$ cat src/rtl/instruction_fetch_unit.sv
// -----------------------------------------------------------------------------
// instruction_fetch_unit
//
// Fetch stage sitting directly in front of the instruction memory. The PC is
// driven out as the fetch address. After READ_CYCLES rising edges the returned
// word is captured, together with its PC, into a 2-entry queue. The queue head
// is offered to decode with a valid/ready handshake. A redirect flushes the
// queue and any in-flight fetch, then restarts fetching at the new target.
//
// Ports:
//   CLK          in   1   system clock, rising edge active
//   Reset        in   1   asynchronous active-high reset
//   IMemAddress  out  64  fetch address (current PC)
//   IMemData     in   32  instruction word from memory
//   Redirect     in   1   flush and restart at RedirectPC
//   RedirectPC   in   64  redirect target (low two bits forced to zero)
//   DecodeReady  in   1   decode accepts the head entry
//   InstrValid   out  1   queue head is valid
//   Instruction  out  32  head instruction word (zero when not valid)
//   InstrPC      out  64  head instruction PC (zero when not valid)
// -----------------------------------------------------------------------------
module instruction_fetch_unit #(
    parameter logic [63:0] RESET_PC    = 64'h0,
    parameter int          READ_CYCLES = 2
) (
    input  logic        CLK,
    input  logic        Reset,
    output logic [63:0] IMemAddress,
    input  logic [31:0] IMemData,
    input  logic        Redirect,
    input  logic [63:0] RedirectPC,
    input  logic        DecodeReady,
    output logic        InstrValid,
    output logic [31:0] Instruction,
    output logic [63:0] InstrPC
);

    typedef enum logic [0:0] {
        ST_WAIT = 1'b0,
        ST_HOLD = 1'b1
    } state_t;

    localparam logic [3:0] CNT_LAST = 4'(READ_CYCLES - 1);

    state_t      state_r;
    logic [63:0] pc_r;
    logic [3:0]  cnt_r;
    logic [63:0] q_pc_r    [0:1];
    logic [31:0] q_instr_r [0:1];
    logic        head_r;
    logic        tail_r;
    logic [1:0]  count_r;

    logic        not_full_s;
    logic        capture_s;
    logic        dequeue_s;

    // Capture/dequeue decisions use the occupancy at the start of the cycle,
    // so a same-cycle dequeue never makes room for a same-cycle capture.
    always_comb begin
        not_full_s = (count_r != 2'd2);
        dequeue_s  = (count_r != 2'd0) && DecodeReady;
        capture_s  = 1'b0;
        case (state_r)
            ST_WAIT: begin
                if ((cnt_r == CNT_LAST) && not_full_s) begin
                    capture_s = 1'b1;
                end else begin
                    capture_s = 1'b0;
                end
            end
            ST_HOLD: begin
                capture_s = not_full_s;
            end
            default: begin
                capture_s = 1'b0;
            end
        endcase
    end

    // Fetch FSM, wait counter, PC and queue state; redirect overrides all.
    always_ff @(posedge CLK or posedge Reset) begin
        if (Reset) begin
            state_r      <= ST_WAIT;
            pc_r         <= RESET_PC;
            cnt_r        <= 4'd0;
            head_r       <= 1'b0;
            tail_r       <= 1'b0;
            count_r      <= 2'd0;
            q_pc_r[0]    <= 64'h0;
            q_pc_r[1]    <= 64'h0;
            q_instr_r[0] <= 32'h0;
            q_instr_r[1] <= 32'h0;
        end else if (Redirect) begin
            state_r <= ST_WAIT;
            pc_r    <= RedirectPC & ~64'h3;
            cnt_r   <= 4'd0;
            head_r  <= 1'b0;
            tail_r  <= 1'b0;
            count_r <= 2'd0;
        end else begin
            case (state_r)
                ST_WAIT: begin
                    if (cnt_r != CNT_LAST) begin
                        cnt_r <= cnt_r + 4'd1;
                    end else if (capture_s) begin
                        cnt_r <= 4'd0;
                    end else begin
                        // Memory data is ready but the queue is full: park.
                        state_r <= ST_HOLD;
                    end
                end
                ST_HOLD: begin
                    if (capture_s) begin
                        state_r <= ST_WAIT;
                        cnt_r   <= 4'd0;
                    end else begin
                        state_r <= ST_HOLD;
                    end
                end
                default: begin
                    state_r <= ST_WAIT;
                    cnt_r   <= 4'd0;
                end
            endcase

            if (capture_s) begin
                q_pc_r[tail_r]    <= pc_r;
                q_instr_r[tail_r] <= IMemData;
                tail_r            <= ~tail_r;
                pc_r              <= pc_r + 64'd4;   // wraps modulo 2^64
            end

            if (dequeue_s) begin
                head_r <= ~head_r;
            end

            case ({capture_s, dequeue_s})
                2'b10:   count_r <= count_r + 2'd1;
                2'b01:   count_r <= count_r - 2'd1;
                default: count_r <= count_r;
            endcase
        end
    end

    // Outputs decode straight from state registers; nothing from inputs.
    always_comb begin
        IMemAddress = pc_r;
        InstrValid  = (count_r != 2'd0);
        if (count_r != 2'd0) begin
            Instruction = q_instr_r[head_r];
            InstrPC     = q_pc_r[head_r];
        end else begin
            Instruction = 32'h0;
            InstrPC     = 64'h0;
        end
    end

endmodule

$ cat config.mk
export PLATFORM = sky130hd
export DESIGN_NAME = instruction_fetch_unit
export DESIGN_NICKNAME = d
export VERILOG_FILES = /design/src/rtl/instruction_fetch_unit.sv
export SDC_FILE = /design/constraint.sdc
export NUM_CORES = 1
export LEC_CHECK = 0
export BUFFER_PORTS_ARGS = -buffer_cell sky130_fd_sc_hd__buf_4
export CELL_PAD_IN_SITES_DETAIL_PLACEMENT = 1
export CELL_PAD_IN_SITES_GLOBAL_PLACEMENT = 2
export CORE_MARGIN = 5
export CORE_UTILIZATION = 38
export DETAILED_ROUTE_END_ITERATION = 12
export PLACE_DENSITY_LB_ADDON = 0.1
export SLEW_MARGIN = 20
export SYNTH_ARGS = -nofsm -noshare
export SYNTH_HDL_FRONTEND = slang
export SYNTH_SLANG_ARGS = --single-unit
export TNS_END_PERCENT = 10
$ cat constraint.sdc
create_clock -name CLK -period 18.6 [get_ports CLK]
set_input_delay 2.79 -clock CLK [delete_from_list [all_inputs] [get_ports CLK]]
set_output_delay 2.79 -clock CLK [all_outputs]
set_load 0.01 [all_outputs]
==> results.cfg <==
[sta]
max_slew.worst_pin.slew_ps = 1118
clock_skew_ps = 11.59
setup_viol = 0
holdWs_ps = 481.8
fin_crit_sh = 0.3132
slew_viol_final = 0
hold_viol_final = 0
slew_headroom = 0.2548
period_minus_slack_ps = 5826
rsz0062_at_grt = false
setup_tns_ps = 0
max_freq_mhz = 171.7

[synthesis]
yosys.area.top_type = dfrtp_1
avgSynthCellArea_um2 = 11.21
ys_seq_area_frac = 0.5155
synth_edf_count = 0
synthCells = 1122
synth.area.top_cells = dfrtp_1 (52%), mux2_2 (17%), mux2i_1 (7.7%)
synth.top_cells.by_count = dfrtp_1 (259), mux2_2 (186), nor2_1 (137)
netlist.area_leader.share = 0.5155
synth.most_common_cell = dfrtp_1
ys_ff_latch = 259
async_flop_share = 1.000
yosysWarnings = 0
synth_cell_types = 56
synth_ff_type = dfrtp_1
syn_area_um2 = 12570

[cts]
cts_root_buffer = clkbuf_16
cts_tree = built
clk_pin_slew_ps = 60
cts-resized-gates = 0
cts_sinks = 259
cts_setup_buffers = 0
htreeDepth = 1
cts_buffer_depth = 3
cts_hold_buf = 0
clk_latency_ps = 540
cts-buffers-inserted = 29

[worst_setup_path]
cp-startpoint = head_r
criticalPathCategory = reg2out
endpoint_kind = output port
start_kind = flop
path_max_fanout = 53
reg2reg_from = cnt_r[1]
crit_arrival_ps = 3040
required_ps = 15810

[placed_design]
dp_hpwl_um = 24380
io_buffers = 254
place_inst = 1754
globalplace.congestion = 0.7576

[detailed_routing]
routedWlPerCell_um = 20.05
drtIter0Drc = 377
via_per_inst = 5.252
dr.pass1.iters = 4
drc_errors = 0
ant_nets = 0
totalWireLength_um = 36230
vias = 9491

[final_layout]
multi_input_area_um2 = 5744
area_growth_pct = 25.69
stdcell_count = 1807
nets = 1446
finish.utilization = 0.4845
layout-drive-gt1-share = 0.3736
fillerInstances = 3538
seqCellArea_um2 = 6485
antenna_cells = 0

[grt]
grt_pass1_wl_um = 57920
grt_pass1_vias = 10320
overflow = 0
grt_max_degree = 132
grt_util_all_layers = 0.1955
antenna_found_initial = 2

[min_path]
worst_hold_path_type = reg2reg
hold_path.startpoint = q_pc_r[44]

[floorplan]
die_w_um = 191.9
chipHeight_um = 191.9
dieArea_um2 = 36830
rows = 66
io_pins = 261
initial_core_util = 0.3855
coreArea_um2 = 32620

[run_status]
status = finished clean

[pwr]
irDropWorstVdd_mv = 0.06903
p_per_area_nw_per_um2 = 129.3
p_leak_uw = 0.006786
p_total_uw = 2044

[run]
drv_cap = 0
## cell type report
type                       instances  share of cell area
clock buffer                      46             0.05692
inverter                          12            0.003325
sequential                       259              0.4103
timing repair buffer             264              0.1254
clock inverter                     7            0.005542
tap                              442             0.03499
multi-input combinational        777              0.3635
## power by group
part           switching, uW  internal [uW]  total, uW
registers                137            777        914
clock network            230            357        586
logic                    232            312        544
## layout by cell type (no fill, tap or decap), types with 3 or more instances in the layout
cell type  synthesis  routed
a31oi_1           19      19
or2_2              4       4
nand2_1           74      74
or4_1             11      11
clkbuf_1          53       6
and4_1             3       3
buf_4              7     264
o311ai_1           4       4
mux2_2           186     186
nor2b_1            5       5
o21ai_1            8       8
o31ai_1            6       6
clkbuf_8           0      11
xor2_1            11      11
clkinv_2           0       4
nor4_1            14      14
o211ai_1           3       3
or3_1             15      15
a21oi_1            5       5
clkbuf_16          0      29
inv_1             11      10
and3_1             7       7
nand4_1           21      21
nand3_1           26      25
conb_1             1       4
xnor2_1           26      26
mux2i_1           97      97
nor3_1            13      12
o21ai_0           45      45
dfrtp_1          259     258
nor2_1           137     136
ha_1               3       3
## critical path: stages, from the launching register on
cell	delay (ps)
dfrtp_4	1120
buf_4	770
mux2i_1	290
nor2_1	90
buf_4	190
## path summary, 6_finish.rpt
path	endpoint	slack (ps)	depth (start not counted)
max	Instruction[31]	12770	4
min in group asynchronous	q_instr_r[24]	2460	2
max in group asynchronous	head_r	14520	3
min	q_pc_r[44]	480	2
min reg2reg	q_pc_r[44]	480	2
max reg2reg	q_pc_r[18]	15010	7
## per-layer routing
metal,vias to the layer above,share of wire,track usage
li1,4421,-,-
met5,-,0.0011,0
met2,188,0.47,0.3214
met4,4,0.019,0.04558
met3,41,0.046,0.03617
met1,4837,0.46,0.2697
## through the flow
stage / setup slack [ps] / instance area, um^2
3_3_place_gp: 12970 / 14820
3_5_place_dp: 12960 / 14820
6_report: 12770 / 15800
5_1_grt: 12580 / 15800
4_1_cts: 12650 / 15800
2_1_floorplan: 8683 / 12580
## logic make-up (layout without fill, tap and decap cells)
logic type                 count (synthesis)  in the layout  synth area share
xor gates and xnor gates                  37             37           0.02577
buffers and inverters                     89            329           0.03065
and+or+nand+nor                          346            346            0.1309
adders and majority gates                  3              3          0.002986
DFF                                      259            259            0.5155
other                                      1              4         0.0002983
muxes                                    283            283            0.2438
AOI/OAI and AO/OA                        104            104           0.05015
## sequential cells by signal (all words and copies together), names as in the netlist
name / cells
tail_r: 1
q_instr_r: 64
head_r: 1
IMemAddress: 62
count_r: 2
cnt_r: 4
state_r: 1
q_pc_r: 124
Note: power is estimated with default switching activity, not from simulation.
